File: src/rtl/ps2_keyboard_fifo_if.sv
// rtl/ps2_keyboard_fifo_if.sv - host register bus for the PS/2 keyboard FIFO
interface ps2_keyboard_fifo_if;
  logic       cs;
  logic       rd;
  logic [1:0] address;
  logic [7:0] dout;
  logic       irq;

  modport master (output cs, rd, address, input dout, irq);
  modport slave  (input cs, rd, address, output dout, irq);
endinterface

File: src/rtl/ps2_keyboard_fifo.sv
// rtl/ps2_keyboard_fifo.sv - PS/2 keyboard receiver, scan-code to ASCII decoder and FIFO
// Define PS2_KEYBOARD_LOWERCASE_EN to translate unshifted letters to lowercase.
module ps2_keyboard_fifo #(
  parameter int FIFO_DEPTH     = 8,
  parameter int FILTER_LEN     = 4,
  parameter int TIMEOUT_CYCLES = 25000
) (
  input  logic                 clk,
  input  logic                 rst,
  input  logic                 key_clk,
  input  logic                 key_din,
  ps2_keyboard_fifo_if.slave   bus
);
  localparam int AW = $clog2(FIFO_DEPTH);
  localparam int FW = $clog2(FILTER_LEN + 1);
  localparam int TW = $clog2(TIMEOUT_CYCLES + 1);

  typedef enum logic [1:0] {S_NORMAL, S_F0, S_E0, S_E0F0} state_t;

  function automatic logic [6:0] letter_of(input logic [7:0] c);
    case (c)
      8'h1C: return 7'h41; 8'h32: return 7'h42; 8'h21: return 7'h43; 8'h23: return 7'h44;
      8'h24: return 7'h45; 8'h2B: return 7'h46; 8'h34: return 7'h47; 8'h33: return 7'h48;
      8'h43: return 7'h49; 8'h3B: return 7'h4A; 8'h42: return 7'h4B; 8'h4B: return 7'h4C;
      8'h3A: return 7'h4D; 8'h31: return 7'h4E; 8'h44: return 7'h4F; 8'h4D: return 7'h50;
      8'h15: return 7'h51; 8'h2D: return 7'h52; 8'h1B: return 7'h53; 8'h2C: return 7'h54;
      8'h3C: return 7'h55; 8'h2A: return 7'h56; 8'h1D: return 7'h57; 8'h22: return 7'h58;
      8'h35: return 7'h59; 8'h1A: return 7'h5A;
      default: return 7'h00;
    endcase
  endfunction

  function automatic logic [6:0] other_of(input logic [7:0] c, input logic sh);
    case (c)
      8'h45: return sh ? 7'h29 : 7'h30; 8'h16: return sh ? 7'h21 : 7'h31;
      8'h1E: return sh ? 7'h40 : 7'h32; 8'h26: return sh ? 7'h23 : 7'h33;
      8'h25: return sh ? 7'h24 : 7'h34; 8'h2E: return sh ? 7'h25 : 7'h35;
      8'h36: return sh ? 7'h5E : 7'h36; 8'h3D: return sh ? 7'h26 : 7'h37;
      8'h3E: return sh ? 7'h2A : 7'h38; 8'h46: return sh ? 7'h28 : 7'h39;
      8'h0E: return sh ? 7'h7E : 7'h60; 8'h4E: return sh ? 7'h5F : 7'h2D;
      8'h55: return sh ? 7'h2B : 7'h3D; 8'h54: return sh ? 7'h7B : 7'h5B;
      8'h5B: return sh ? 7'h7D : 7'h5D; 8'h5D: return sh ? 7'h7C : 7'h5C;
      8'h4C: return sh ? 7'h3A : 7'h3B; 8'h52: return sh ? 7'h22 : 7'h27;
      8'h41: return sh ? 7'h3C : 7'h2C; 8'h49: return sh ? 7'h3E : 7'h2E;
      8'h4A: return sh ? 7'h3F : 7'h2F;
      8'h66: return 7'h08; 8'h5A: return 7'h0D; 8'h29: return 7'h20; 8'h76: return 7'h1B;
      default: return 7'h00;
    endcase
  endfunction

  // Zero means "no character" for unsupported codes.
  function automatic logic [6:0] translate(input logic [7:0] c, input logic sh, input logic ct);
    logic [6:0] lt;
    lt = letter_of(c);
    if (lt != 7'h00) begin
      if (ct) return lt & 7'h1F;
`ifdef PS2_KEYBOARD_LOWERCASE_EN
      return sh ? lt : (lt | 7'h20);
`else
      return lt;
`endif
    end
    return other_of(c, sh);
  endfunction

  logic [1:0]    kc_sync, kd_sync;
  logic          filt, fall, din_s;
  logic [FW-1:0] fcnt;
  logic [3:0]    bit_cnt;
  logic [9:0]    shreg;
  logic [10:0]   frame;
  logic [TW-1:0] idle;
  logic          frame_end, frame_ok, byte_valid, frame_bad;
  logic [7:0]    rx_byte;

  assign din_s = kd_sync[1];
  assign fall  = filt & ~kc_sync[1] & (fcnt == FW'(FILTER_LEN - 1));

  always_ff @(posedge clk or posedge rst) begin
    if (rst) begin
      kc_sync <= 2'b11;
      kd_sync <= 2'b11;
      filt    <= 1'b1;
      fcnt    <= '0;
    end else begin
      kc_sync <= {kc_sync[0], key_clk};
      kd_sync <= {kd_sync[0], key_din};
      if (kc_sync[1] == filt) begin
        fcnt <= '0;
      end else if (fcnt == FW'(FILTER_LEN - 1)) begin
        filt <= kc_sync[1];
        fcnt <= '0;
      end else begin
        fcnt <= fcnt + FW'(1);
      end
    end
  end

  always_ff @(posedge clk or posedge rst) begin
    if (rst) begin
      bit_cnt <= '0;
      shreg   <= '0;
      idle    <= '0;
    end else if (fall) begin
      idle    <= '0;
      shreg   <= {din_s, shreg[9:1]};
      bit_cnt <= (bit_cnt == 4'd10) ? 4'd0 : bit_cnt + 4'd1;
    end else if (bit_cnt != 4'd0) begin
      if (idle == TW'(TIMEOUT_CYCLES - 1)) begin
        bit_cnt <= '0;
        idle    <= '0;
      end else begin
        idle <= idle + TW'(1);
      end
    end else begin
      idle <= '0;
    end
  end

  // The stop bit is taken straight from the synchroniser so the byte decodes on its own edge.
  assign frame      = {din_s, shreg};
  assign frame_end  = fall && (bit_cnt == 4'd10);
  assign frame_ok   = !frame[0] && frame[10] && (^frame[9:1]);
  assign byte_valid = frame_end && frame_ok;
  assign frame_bad  = frame_end && !frame_ok;
  assign rx_byte    = frame[8:1];

  state_t     state, state_n;
  logic       lshift, rshift, ctrl, lshift_n, rshift_n, ctrl_n;
  logic       push_req;
  logic [6:0] push_char;

  always_ff @(posedge clk or posedge rst) begin
    if (rst) begin
      state  <= S_NORMAL;
      lshift <= 1'b0;
      rshift <= 1'b0;
      ctrl   <= 1'b0;
    end else begin
      state  <= state_n;
      lshift <= lshift_n;
      rshift <= rshift_n;
      ctrl   <= ctrl_n;
    end
  end

  always_comb begin
    state_n   = state;
    lshift_n  = lshift;
    rshift_n  = rshift;
    ctrl_n    = ctrl;
    push_req  = 1'b0;
    push_char = 7'h00;
    if (byte_valid) begin
      state_n = S_NORMAL;
      case (state)
        S_NORMAL: begin
          if (rx_byte == 8'hF0)      state_n = S_F0;
          else if (rx_byte == 8'hE0) state_n = S_E0;
          else if (rx_byte == 8'h12) lshift_n = 1'b1;
          else if (rx_byte == 8'h59) rshift_n = 1'b1;
          else if (rx_byte == 8'h14) ctrl_n = 1'b1;
          else begin
            push_char = translate(rx_byte, lshift | rshift, ctrl);
            push_req  = (push_char != 7'h00);
          end
        end
        S_F0: begin
          if (rx_byte == 8'h12)      lshift_n = 1'b0;
          else if (rx_byte == 8'h59) rshift_n = 1'b0;
          else if (rx_byte == 8'h14) ctrl_n = 1'b0;
        end
        S_E0: begin
          if (rx_byte == 8'hF0)      state_n = S_E0F0;
          else if (rx_byte == 8'h14) ctrl_n = 1'b1;
          else if (rx_byte == 8'h5A) begin
            push_req  = 1'b1;
            push_char = 7'h0D;
          end
        end
        default: begin
          if (rx_byte == 8'h14) ctrl_n = 1'b0;
        end
      endcase
    end
  end

  logic [6:0]    mem [FIFO_DEPTH];
  logic [AW-1:0] wr_ptr, rd_ptr;
  logic [AW:0]   count;
  logic [6:0]    count_ext;
  logic [4:0]    count5;
  logic          empty, full, rd_data, rd_clr, pop, push, ovf_set;
  logic          overflow, parity_err, irq_r;
  logic [7:0]    dout_r;

  assign empty     = (count == '0);
  assign full      = (count == (AW + 1)'(FIFO_DEPTH));
  assign rd_data   = bus.cs && bus.rd && (bus.address == 2'd0);
  assign rd_clr    = bus.cs && bus.rd && (bus.address == 2'd2);
  assign pop       = rd_data && !empty;
  assign push      = push_req && (!full || pop);
  assign ovf_set   = push_req && full && !pop;
  assign count_ext = 7'(count);
  assign count5    = (count_ext > 7'd31) ? 5'd31 : count_ext[4:0];

  always_ff @(posedge clk) begin
    if (push) mem[wr_ptr] <= push_char;
  end

  always_ff @(posedge clk or posedge rst) begin
    if (rst) begin
      wr_ptr     <= '0;
      rd_ptr     <= '0;
      count      <= '0;
      overflow   <= 1'b0;
      parity_err <= 1'b0;
      irq_r      <= 1'b0;
      dout_r     <= 8'h00;
    end else begin
      if (push) wr_ptr <= wr_ptr + AW'(1);
      if (pop)  rd_ptr <= rd_ptr + AW'(1);
      case ({push, pop})
        2'b10:   count <= count + (AW + 1)'(1);
        2'b01:   count <= count - (AW + 1)'(1);
        default: count <= count;
      endcase
      if (ovf_set)     overflow <= 1'b1;
      else if (rd_clr) overflow <= 1'b0;
      if (frame_bad)   parity_err <= 1'b1;
      else if (rd_clr) parity_err <= 1'b0;
      irq_r <= !empty;
      if (bus.cs && bus.rd) begin
        case (bus.address)
          2'd0:    dout_r <= empty ? 8'h00 : {1'b1, mem[rd_ptr]};
          2'd1:    dout_r <= {!empty, overflow, parity_err, count5};
          default: dout_r <= 8'h00;
        endcase
      end
    end
  end

  assign bus.dout = dout_r;
  assign bus.irq  = irq_r;
endmodule

File: src/flat_wrapper.sv
// flat-port wrapper written by rule: the top's interface ports become plain ports
module ps2_keyboard_fifo_flat 
#(
  parameter int FIFO_DEPTH     = 8,
  parameter int FILTER_LEN     = 4,
  parameter int TIMEOUT_CYCLES = 25000
)
  (clk, rst, key_clk, key_din, bus_cs, bus_rd, bus_address, bus_dout, bus_irq);
  ps2_keyboard_fifo_if bus_i ();
  input  logic clk;
  input  logic rst;
  input  logic key_clk;
  input  logic key_din;
  input wire logic [$bits(bus_i.cs)-1:0] bus_cs;
  input wire logic [$bits(bus_i.rd)-1:0] bus_rd;
  input wire logic [$bits(bus_i.address)-1:0] bus_address;
  output wire logic [$bits(bus_i.dout)-1:0] bus_dout;
  output wire logic [$bits(bus_i.irq)-1:0] bus_irq;
  assign bus_i.cs = bus_cs;
  assign bus_i.rd = bus_rd;
  assign bus_i.address = bus_address;
  assign bus_dout = bus_i.dout;
  assign bus_irq = bus_i.irq;
  ps2_keyboard_fifo #(.FIFO_DEPTH(FIFO_DEPTH), .FILTER_LEN(FILTER_LEN), .TIMEOUT_CYCLES(TIMEOUT_CYCLES)) u_core (.clk(clk), .rst(rst), .key_clk(key_clk), .key_din(key_din), .bus(bus_i));
endmodule
File: config.mk
export PLATFORM = sky130hd
export DESIGN_NAME = ps2_keyboard_fifo_flat
export DESIGN_NICKNAME = d
export VERILOG_FILES = /design/src/rtl/ps2_keyboard_fifo_if.sv /design/src/rtl/ps2_keyboard_fifo.sv /design/src/flat_wrapper.sv
export SDC_FILE = /design/constraint.sdc
export NUM_CORES = 1
export LEC_CHECK = 0
export BUFFER_PORTS_ARGS = -buffer_cell sky130_fd_sc_hd__buf_2
export CORE_MARGIN = 2
export CORE_UTILIZATION = 30
export CTS_CLUSTER_SIZE = 40
export DETAILED_ROUTE_END_ITERATION = 8
export PLACE_DENSITY_LB_ADDON = 0.15
export SYNTH_ARGS = -nofsm -noshare
export SYNTH_HDL_FRONTEND = slang
export SYNTH_SLANG_ARGS = --single-unit
File: constraint.sdc
create_clock -name clk -period 4.1 [get_ports clk]
set_clock_uncertainty 0.15 [all_clocks]
set_input_delay 0.82 -clock clk [delete_from_list [all_inputs] [get_ports clk]]
set_output_delay 0.82 -clock clk [all_outputs]
set_load 0.03 [all_outputs]
==> run_results.csv, run 1 <==
group,metric,value,unit
critical_path,worst_setup_path_start_kind,"register",
floorplan,floorplan.rows,54,
clock_network,post_cts_buffers,0,
finish,area_growth,17.3,%
floorplan,starting_density_of_the_core,30.6,%
synth,synth.cell_area,6710,um2
drt,drt_wl_total,16700,um
finish,fin_nets,700,
synth,count_of_distinct_cell_types_in_the_synthesized_netlist,73,
critical_path,rr_worst_depth,16,
finish,stdcell_count,956,
critical_path,reg2reg_setup_slack,0.18,ns
global_routing,first_global_vias,5131,
sta,timing_hold_violations_final,0,
critical_path,timing_worst_setup_path_type,"reg2reg",
clock_network,clock_tree.buffer_depth,2,
finish,fill_count,2191,
global_routing,grt_start_max_net_pins,32,
sta,timing.fmax,255,MHz
placed_design,gpl.final_weighted_congestion,0.910,
critical_path,required_time_worst_endpoint,4.28,ns
clock_network,h-tree-depth,4,
floorplan,dieWidth,154,um
floorplan,dieArea,23600,um2
sta,report.final.setup_viol,0,
sta,maxSlewHeadroom,33.4,%
synth,post_synth.cell_area_avg,10.8,um2
synth,synth_top_cell_by_area,"sky130_fd_sc_hd__edfxtp_1",
sta,totalNegativeSetupSlack,0,ns
critical_path,slowest_delay,0.42,ns
critical_path,worst_path_dominant_cell_family,"compound AO/OA/AOI/OAI gates",
clock_network,cts_resized,0,
critical_path,crit_path_cell_trace,"inv_1 -> ha_1 -> nor2b_1 -> o32ai_1 -> a2111oi_0 -> buf_4 -> a311o_4 -> o21bai_4 -> o221ai_4 -> nor2_1 -> ha_1 -> a21o_1 -> a21oi_1 -> nor3_1 -> a21bo_2 -> o22ai_1",
critical_path,cell_repeated_most_along_the_worst_path,"sky130_fd_sc_hd__ha_1",
pwr,static-leakage-power,3.11,nW
worst_hold_path,min_path_cells,0,
worst_hold_path,worstHoldStart,"u_core.kc_sync[0]",
synth,seq_area_frac_synth,48.7,%
outcome,run_status,"finished clean",
clock_network,tritoncts.num_buffers,17,
floorplan,top_level_ports,17,
synth,ys_dominant_reg_cell,"sky130_fd_sc_hd__dfrtp_1",
drt,first_iter_violations,322,
global_routing,grt_antenna_before_repair,0,
synth,syn_nets,660,
floorplan,die_h,154,um
floorplan,coreArea,21900,um2
worst_hold_path,timing.hold.worst_endpoint,"u_core.kc_sync[1]",
global_routing,wire_length_of_the_first_global_routing_pass,28000,um
synth,yosysMostFrequentCell,"sky130_fd_sc_hd__nand2_1",
clock_network,cts_stage_hold_buffer_count,0,
synth,synthCells,623,
pwr,power_dens_cells,441,nW/um2
critical_path,endpoint_kind,"register",
clock_network,root_buffer_cell,"sky130_fd_sc_hd__clkbuf_16",
sta,period_utilisation_layout,95.6,%
critical_path,timing.critical_path.buf_inv,2,
global_routing,globalRoute.totalOverflow,0,
placed_design,place.port_buffers,16,
clock_network,clock_sink_count,119,
placed_design,place.detailed.hpwl,12100,um
sta,drv_slew,0,
job,drv.max_cap_violation_count,0,
clock_network,clock_tree_from_tritoncts,"built",
drt,drt_pre_antenna_iters,5,
synth,count_of_yosys_warnings_during_synthesis,0,
synth,postSynthRegisterBits,119,
synth,synthTopCellsByArea,"sky130_fd_sc_hd__edfxtp_1 (25%), sky130_fd_sc_hd__dfrtp_1 (22%), sky130_fd_sc_hd__ha_1 (5.2%)",
finish,n_antenna_cell,0,
sta,worst_slew_pin_slew,0.999,ns
synth,synth-edff-count,56,
drt,dr_wl_cell,17.4,um
critical_path,rr_startpoint,"u_core.shreg[1]",
sta,period_needed,3.92,ns
critical_path,r2r-end,"u_core.count[3]",
drt,detailroute.via_count,4999,
synth,synth_top_area_share,25.1,%
synth,synth-async-reset-ratio,52.9,%
worst_hold_path,timing.hold.worst.class,"reg2reg",
finish,drive_above_1_share,19.8,%
critical_path,critical_path.slowest_cell,"sky130_fd_sc_hd__dfrtp_1",
drt,vias_per_cell,5.23,
global_routing,global_route.usage.total,15.1,%
drt,route.detailed.drc,0,
critical_path,timing.critical_path.fanout_max,10,
pwr,vdd_ir_drop_max,0.000254,V
sta,hold_slack,0.206,ns
synth,yosys-top-cells-count,"sky130_fd_sc_hd__nand2_1 (70), sky130_fd_sc_hd__dfrtp_1 (58), sky130_fd_sc_hd__edfxtp_1 (56)",
critical_path,worst-endpoint-arrival,4.10,ns
placed_design,placedCellCount,924,
drt,ant_nets,0,
clock_network,clk_pin_slew,0.06,ns
sta,rsz0062_at_grt,"yes",
clock_network,clk-insertion-delay-late,0.41,ns
[final cells by class]
class | instances | area, um2 | area share (%)
Sequential cell | 119 | 3260 | 41.5
Multi-Input combinational cell | 450 | 3220 | 41.0
Clock buffer | 17 | 425 | 5.41
Timing Repair Buffer | 55 | 373 | 4.74
Tap cell | 280 | 350 | 4.45
Clock inverter | 15 | 153 | 1.94
Inverter | 20 | 75.1 | 0.955
[power by group]
group	switching, mW	internal, mW	leakage, nW
combinational	0.255	0.276	1.41
clock	0.557	0.896	0.285
sequential	0.158	1.32	1.42
[how the worst max path moves through the flow]
stage                            endpoint  cells past startpoint  slack, ns             from
after global routing      u_core.count[3]                     16      -0.11  u_core.shreg[1]
after global placement    u_core.count[3]                     15      0.001  u_core.shreg[1]
after CTS                 u_core.count[3]                     15       0.04  u_core.shreg[1]
after floorplan           u_core.count[3]                     16       0.25  u_core.shreg[4]
final                     u_core.count[3]                     16       0.18  u_core.shreg[1]
after detailed placement  u_core.count[3]                     15       0.07  u_core.shreg[1]
[registers in the layout, summed over array words and instances, names as in the netlist]
name               cells
u_core.count           4
u_core.mem            56
u_core.shreg          10
u_core.rshift          1
u_core.bit_cnt         4
u_core.idle           15
u_core.kd_sync         2
u_core.rd_ptr          3
u_core.bus.irq         1
u_core.ctrl            1
u_core.parity_err      1
u_core.kc_sync         2
u_core.wr_ptr          3
u_core.bus.dout        8
u_core.overflow        1
u_core.lshift          1
u_core.filt            1
u_core.fcnt            3
u_core.state           2
[per-stage QoR]
step,util (%),cell area [um2],power [mW],setup slack (ns)
global route,35.9,7870,3.65,-0.112
global placement,33.2,7270,2.04,0.00120
detailed placement,33.2,7270,2.05,0.0735
CTS,35.9,7850,3.52,0.0437
finish,35.9,7870,3.47,0.180
floorplan,-,6710,1.89,0.245
[routing by layer]
metal	GRT usage (%)	part of all wire, %	vias to the layer above	wire, um
met5	0	0	-	0
met1	20.2	47	2464	7880
met3	2.87	3.5	25	579
met2	24.4	47	122	7890
li1	-	-	2388	-
met4	5.55	1.9	0	314
[placed cells by master, fill, tap and decap left out, drive strengths merged, types with 3 or more instances in the layout]
| cell type | n |
|---|---|
| edfxtp | 56 |
| o211ai | 4 |
| or2 | 4 |
| a211oi | 5 |
| inv | 23 |
| nor2b | 12 |
| ha | 28 |
| dfrtp | 58 |
| and2 | 8 |
| or3 | 3 |
| dfstp | 5 |
| mux2 | 10 |
| and3 | 9 |
| nor4bb | 3 |
| xor2 | 9 |
| nand2 | 70 |
| nand2b | 9 |
| mux4 | 14 |
| a31oi | 6 |
| a221oi | 3 |
| mux2i | 7 |
| a21oi | 27 |
| nor4 | 10 |
| nor4b | 4 |
| o31ai | 3 |
| xnor2 | 13 |
| clkinv | 9 |
| a22o | 14 |
| a22oi | 5 |
| o21ai | 40 |
| nand3 | 14 |
| nor3b | 4 |
| nand4 | 16 |
| a21o | 4 |
| buf | 55 |
| clkbuf | 17 |
| nor3 | 17 |
| nor2 | 46 |
[cells by family after synthesis]
kind of cell | after synthesis | synth area share (%)
AND/OR/NAND/NOR | 234 | 17.7
buffers and inverters | 54 | 3.49
multiplexers | 31 | 7.54
XOR/XNOR | 23 | 3.32
AO/OA/AOI/OAI | 133 | 13.8
flip-flops | 119 | 48.7
adder cells (fa/ha/maj) | 29 | 5.52
Note: power is estimated with default switching activity, not from simulation.
==> run 2: changes to the inputs <==
--- a/config.mk
+++ b/config.mk
@@ -6,8 +6,10 @@
 export NUM_CORES = 1
 export LEC_CHECK = 0
 export BUFFER_PORTS_ARGS = -buffer_cell sky130_fd_sc_hd__buf_2
+export CELL_PAD_IN_SITES_DETAIL_PLACEMENT = 1
+export CELL_PAD_IN_SITES_GLOBAL_PLACEMENT = 2
 export CORE_MARGIN = 2
-export CORE_UTILIZATION = 30
+export CORE_UTILIZATION = 38
 export CTS_CLUSTER_SIZE = 40
 export DETAILED_ROUTE_END_ITERATION = 8
 export PLACE_DENSITY_LB_ADDON = 0.15
==> run 2 against run 1 <==
Clock-buffer cell count unchanged. Non-clock buffer count down 4. Critical path depth down 1. Via count about the same. Critical endpoint unchanged. First-iteration DRC count up 9.6%. Cell area down 1.0%. Critical path type unchanged. Routed wire length up 5.7%.
==> run_results.csv, run 2 (synthesis gave the netlist of run 1 again) <==
group,metric,value,unit
clock_network,clock_tree.buffer_depth,2,
drt,dr_wl_cell,19.6,um
placed_design,gpl.final_weighted_congestion,0.905,
clock_network,h-tree-depth,4,
worst_hold_path,timing.hold.worst_endpoint,"u_core.kd_sync[1]",
drt,first_iter_violations,353,
clock_network,cts_stage_hold_buffer_count,0,
finish,top_regs,"u_core.mem: 56 flops, u_core.idle: 15 flops, u_core.shreg: 10 flops",
critical_path,rr_startpoint,"u_core.shreg[2]",
finish,fin_nets,696,
floorplan,floorplan.rows,48,
clock_network,clock_tree_from_tritoncts,"built",
sta,timing.fmax,262,MHz
sta,report.final.setup_viol,0,
critical_path,timing.critical_path.fanout_max,7,
critical_path,worst-endpoint-arrival,3.94,ns
critical_path,timing.critical_path.buf_inv,1,
placed_design,place.port_buffers,16,
critical_path,worst_path_dominant_cell_family,"simple AND/OR/NAND/NOR gates",
finish,final_design_area_no_fill,7780,um2
sta,period_utilisation_layout,92.9,%
drt,drt_pre_antenna_iters,4,
job,drv.max_cap_violation_count,0,
worst_hold_path,worstHoldStart,"u_core.kd_sync[0]",
global_routing,grt_antenna_before_repair,0,
critical_path,slowest_delay,0.44,ns
floorplan,die_h,137,um
sta,timing_hold_violations_final,0,
clock_network,clock_sink_count,119,
critical_path,crit_path_cell_trace,"inv_1 -> ha_2 -> xnor3_1 -> xnor2_2 -> nand3_2 -> or2_1 -> o21bai_4 -> o221ai_4 -> nor2_1 -> ha_1 -> a21o_1 -> a21oi_1 -> and2_1 -> and2b_2 -> o22ai_1",
floorplan,dieWidth,137,um
clock_network,post_cts_buffers,0,
drt,route.detailed.drc,0,
placed_design,place.detailed.hpwl,12400,um
placed_design,placedCellCount,865,
clock_network,tritoncts.num_buffers,17,
clock_network,root_buffer_cell,"sky130_fd_sc_hd__clkbuf_16",
critical_path,worst_setup_path_start_kind,"register",
global_routing,wire_length_of_the_first_global_routing_pass,29100,um
drt,detailroute.via_count,4998,
global_routing,global_route.usage.total,20.3,%
floorplan,dieArea,18700,um2
clock_network,clk_pin_slew,0.06,ns
critical_path,endpoint_kind,"register",
global_routing,globalRoute.totalOverflow,0,
finish,top_register,"u_core.mem",
drt,drt_wl_total,17600,um
sta,maxSlewHeadroom,35.6,%
pwr,static-leakage-power,3.07,nW
sta,period_needed,3.81,ns
drt,vias_per_cell,5.57,
clock_network,cts_resized,0,
finish,layout.cells.most_common,"sky130_fd_sc_hd__nand2_1",
placed_design,placed_area,7180,um2
critical_path,rr_worst_depth,15,
sta,worst_slew_pin_slew,0.967,ns
global_routing,first_global_vias,5211,
worst_hold_path,min_path_cells,0,
floorplan,top_level_ports,17,
critical_path,reg2reg_setup_slack,0.29,ns
pwr,vdd_ir_drop_max,0.000332,V
floorplan,starting_density_of_the_core,38.8,%
critical_path,r2r-end,"u_core.count[3]",
pwr,power_dens_cells,446,nW/um2
finish,final_cell_mix,"sky130_fd_sc_hd__nand2_1 (70), sky130_fd_sc_hd__dfrtp_1 (57), sky130_fd_sc_hd__edfxtp_1 (56), sky130_fd_sc_hd__nor2_1 (46), sky130_fd_sc_hd__o21ai_0 (38)",
floorplan,coreArea,17300,um2
worst_hold_path,timing.hold.worst.class,"reg2reg",
finish,stdcell_count,897,
outcome,run_status,"finished clean",
critical_path,timing_worst_setup_path_type,"reg2reg",
finish,fill_count,1894,
clock_network,clk-insertion-delay-late,0.42,ns
critical_path,required_time_worst_endpoint,4.23,ns
critical_path,critical_path.slowest_cell,"sky130_fd_sc_hd__dfrtp_2",
critical_path,critical_path_depth,15,
global_routing,grt_start_max_net_pins,40,
finish,largest_register_ff_count,56,
finish,n_antenna_cell,0,
sta,drv_slew,0,
finish,area_growth,16.1,%
finish,drive_above_1_share,20.1,%
drt,ant_nets,0,
-- run 2: changes by cell type in the layout (fill, tap and decap cells not counted), sizes merged --
cell	before	now
bufinv	2	1
clkinvlp	1	6
inv	23	26
buf	55	51
clkinv	9	2
-- run 2: metrics by stage --
| stage | setup TNS (ns) | setup slack (ns) | util [%] | hold WS [ns] | power [mW] |
|---|---|---|---|---|---|
| 5_1_grt | -0.0148 | -0.0148 | 45.0 | 0.206 | 3.64 |
| 3_3_place_gp | 0 | 0.247 | 41.5 | 0.196 | 2.04 |
| 2_1_floorplan | 0 | 0.245 | - | 0.195 | 1.89 |
| 6_report | 0 | 0.290 | 45.0 | 0.203 | 3.47 |
| 3_5_place_dp | 0 | 0.196 | 41.5 | 0.198 | 2.08 |
| 4_1_cts | 0 | 0.173 | 44.8 | 0.205 | 3.52 |
-- run 2: layer usage --
layer	part of all wire (%)	wire length, um	track usage, %	vias up
li1	-	-	-	2378
met1	47	8330	27.9	2535
met2	49	8630	33.4	74
met3	2.5	433	3.44	11
met4	1.1	201	5.27	0
met5	0	0	0	-
-- run 2: power breakdown --
| part | internal [mW] | switching (mW) |
|---|---|---|
| clock | 0.845 | 0.589 |
| combinational | 0.282 | 0.265 |
| sequential | 1.32 | 0.165 |
| total | 2.45 | 1.02 |
-- run 2: final cells by class --
class,instances,area (um2),area share (%)
clock buffer,17,425,5.46
multi-input combinational,450,3240,41.6
sequential,119,3270,41.9
inverter,20,75.1,0.964
clock inverter,15,144,1.85
timing repair buffer,51,355,4.56
tap,225,282,3.62
-- run 2: worst max path at each step --
stage | start | to
after floorplan | u_core.shreg[4] | u_core.count[3]
after global placement | u_core.shreg[2] | u_core.count[3]
after detailed placement | u_core.shreg[2] | u_core.count[3]
after CTS | u_core.shreg[2] | u_core.count[3]
after global routing | u_core.shreg[1] | u_core.count[3]
final | u_core.shreg[2] | u_core.count[3]
==> run 3: changes to the inputs <==
--- a/config.mk
+++ b/config.mk
@@ -9,10 +9,12 @@
 export CELL_PAD_IN_SITES_DETAIL_PLACEMENT = 1
 export CELL_PAD_IN_SITES_GLOBAL_PLACEMENT = 2
 export CORE_MARGIN = 2
-export CORE_UTILIZATION = 38
+export CORE_UTILIZATION = 45
 export CTS_CLUSTER_SIZE = 40
 export DETAILED_ROUTE_END_ITERATION = 8
+export GPL_TIMING_DRIVEN = 0
 export PLACE_DENSITY_LB_ADDON = 0.15
+export RECOVER_POWER = 100
 export SYNTH_ARGS = -nofsm -noshare
 export SYNTH_HDL_FRONTEND = slang
 export SYNTH_SLANG_ARGS = --single-unit
==> constraint.sdc (replaced) <==
create_clock -name clk -period 4.66 [get_ports clk]
set_clock_uncertainty 0.15 [all_clocks]
set_input_delay 0.932 -clock clk [delete_from_list [all_inputs] [get_ports clk]]
set_output_delay 0.932 -clock clk [all_outputs]
set_load 0.03 [all_outputs]
==> run 3 against run 2 <==
The run now ends with max-capacitance violations, max-slew violations left. Critical path depth shrank 4. Clock power shrank 9%. Die area shrank 15%. Via count grew 0.66%. Register-to-register slack lost 0.23 ns. Worst hold slack gained 0.0034 ns.
==> run_results.csv, run 3 (synthesis gave the netlist of run 1 again) <==
group,metric,value,unit
finish,layout.cells.most_common,"sky130_fd_sc_hd__nand2_1",
finish,final_cell_mix,"sky130_fd_sc_hd__nand2_1 (70), sky130_fd_sc_hd__dfrtp_1 (57), sky130_fd_sc_hd__edfxtp_1 (56), sky130_fd_sc_hd__nor2_1 (46), sky130_fd_sc_hd__o21ai_0 (38)",
critical_path,critPathLaunch,"u_core.shreg[4]",
clock_network,cts_stage_hold_buffer_count,0,
global_routing,grt_antenna_before_repair,0,
outcome,run_status,"finished with violations",
sta,drv_slew,33,
finish,fin_nets,694,
job,drv.max_cap_violation_count,1,
critical_path,critical_path.slowest_cell,"sky130_fd_sc_hd__nor4_2",
clock_network,clock_tree.buffer_depth,2,
global_routing,busiest_layer,"met2",
clock_network,clk-insertion-delay-late,0.43,ns
pwr,static-leakage-power,2.93,nW
finish,top_register,"u_core.mem",
critical_path,worst-endpoint-arrival,4.50,ns
clock_network,clk_pin_slew,0.06,ns
clock_network,clock_sink_count,119,
critical_path,rr_startpoint,"u_core.shreg[4]",
floorplan,dieArea,15900,um2
global_routing,globalRoute.totalOverflow,0,
global_routing,groute.layer.met1.usage,30.6,%
pwr,power_dens_cells,405,nW/um2
finish,area_growth,13.9,%
floorplan,coreArea,14500,um2
global_routing,grt_start_max_net_pins,33,
pwr,vdd_ir_drop_max,0.000264,V
clock_network,clock_tree_from_tritoncts,"built",
clock_network,post_cts_buffers,0,
global_routing,globalRouteMet3Util,5.69,%
drt,dr_wl_cell,20.4,um
drt,route.detailed.drc,0,
critical_path,crit_path_cell_trace,"buf_4 -> inv_1 -> ha_1 -> xnor3_1 -> xnor2_2 -> nand3_2 -> nor2_1 -> nand4_1 -> a21oi_1 -> nor2_1 -> nor4_2",
critical_path,slowest_delay,0.89,ns
drt,detailroute.via_count,5031,
critical_path,required_time_worst_endpoint,4.56,ns
critical_path,timing.critical_path.buf_inv,2,
clock_network,root_buffer_cell,"sky130_fd_sc_hd__clkbuf_16",
critical_path,cell_repeated_most_along_the_worst_path,"sky130_fd_sc_hd__nor2_1",
sta,rsz0062_at_grt,"yes",
critical_path,timing_worst_setup_path_type,"reg2reg",
drt,ant_nets,0,
floorplan,starting_density_of_the_core,46.1,%
sta,worst_slew_pin_slew,1.85,ns
worst_hold_path,timing.hold.worst.class,"reg2reg",
finish,fill_count,1603,
finish,top_regs,"u_core.mem: 56 flops, u_core.idle: 15 flops, u_core.shreg: 10 flops",
floorplan,floorplan.rows,44,
critical_path,timing.critical_path.fanout_max,10,
drt,drt_pre_antenna_iters,5,
sta,maxSlewHeadroom,-23.3,%
outcome,violations_in_the_final_reports,"max-capacitance violations, max-slew violations",
critical_path,endpoint_kind,"register",
placed_design,place.detailed.hpwl,12200,um
drt,drt_wl_total,17400,um
sta,timing_hold_violations_final,0,
global_routing,global_route.usage.total,23.5,%
finish,n_antenna_cell,0,
drt,first_iter_violations,265,
placed_design,placedCellCount,823,
floorplan,dieWidth,126,um
sta,period_needed,4.61,ns
finish,multiInputGateArea,3260,um2
worst_hold_path,worstHoldStart,"u_core.kc_sync[0]",
sta,timing.fmax,217,MHz
clock_network,tritoncts.num_buffers,17,
placed_design,gpl.final_weighted_congestion,0.893,
global_routing,first_global_vias,5370,
global_routing,wire_length_of_the_first_global_routing_pass,29300,um
placed_design,place.port_buffers,15,
drt,vias_per_cell,5.89,
finish,drive_above_1_share,13.9,%
sta,hold_slack,0.206,ns
sta,report.final.setup_viol,0,
floorplan,die_h,126,um
global_routing,global_route.usage.met2,38.5,%
finish,stdcell_count,854,
critical_path,worst_setup_path_start_kind,"register",
finish,ff_latch_area,3270,um2
critical_path,worst_path_dominant_cell_family,"simple AND/OR/NAND/NOR gates",
floorplan,top_level_ports,17,
finish,largest_register_ff_count,56,
clock_network,h-tree-depth,4,
sta,period_utilisation_layout,98.8,%
[run 3: stage by stage]
step	util (%)	cell area [um2]	power (mW)	setup WS, ns	TNS [ns]
global placement	48.2	7010	1.79	-0.331	-8.44
finish	52.6	7640	3.09	0.0550	0
detailed placement	48.6	7060	1.83	-0.231	-3.47
floorplan	-	6710	1.66	0.805	0
CTS	52.8	7670	3.15	0.0248	0
global route	52.6	7640	3.24	-0.210	-7.18
[run 3: final timing paths]
path / slack (ns) / depth (start not counted) / endpoint
min in group asynchronous: 0.66 / 2 / u_core.idle[0]
max: 0.05 / 11 / u_core.mem[0][1]
min: 0.21 / 0 / u_core.kc_sync[1]
max in group asynchronous: 1.27 / 3 / u_core.shreg[4]
max reg2reg: 0.05 / 11 / u_core.mem[0][1]
min reg2reg: 0.21 / 0 / u_core.kc_sync[1]
[run 3: repair_timing]
| item | in CTS | in global routing |
|---|---|---|
| gates cloned | 0 | 0 |
| resized for setup | 4 | 4 |
| setup endpoints to repair | 22 | 58 |
| pin swaps | 0 | 1 |
[run 3: where the power goes]
part | switching (mW) | internal, mW | leakage [nW]
Sequential | 0.0750 | 1.17 | 1.42
Combinational | 0.313 | 0.239 | 1.23
Clock | 0.545 | 0.756 | 0.283
Total | 0.933 | 2.16 | 2.93
[run 3: layer usage]
layer | up-vias | part of all wire, %
met5 | - | 0
met3 | 27 | 4.1
met2 | 121 | 49
met1 | 2503 | 45
met4 | 0 | 2.3
li1 | 2380 | -
[run 3: layout make-up]
type,instances,area share [%]
clock inverter,15,2.10
timing repair buffer,16,0.868
multi-input combinational,450,42.7
tap,184,3.01
clock buffer,17,5.57
sequential,119,42.7
inverter,20,0.983
buffer,33,2.06
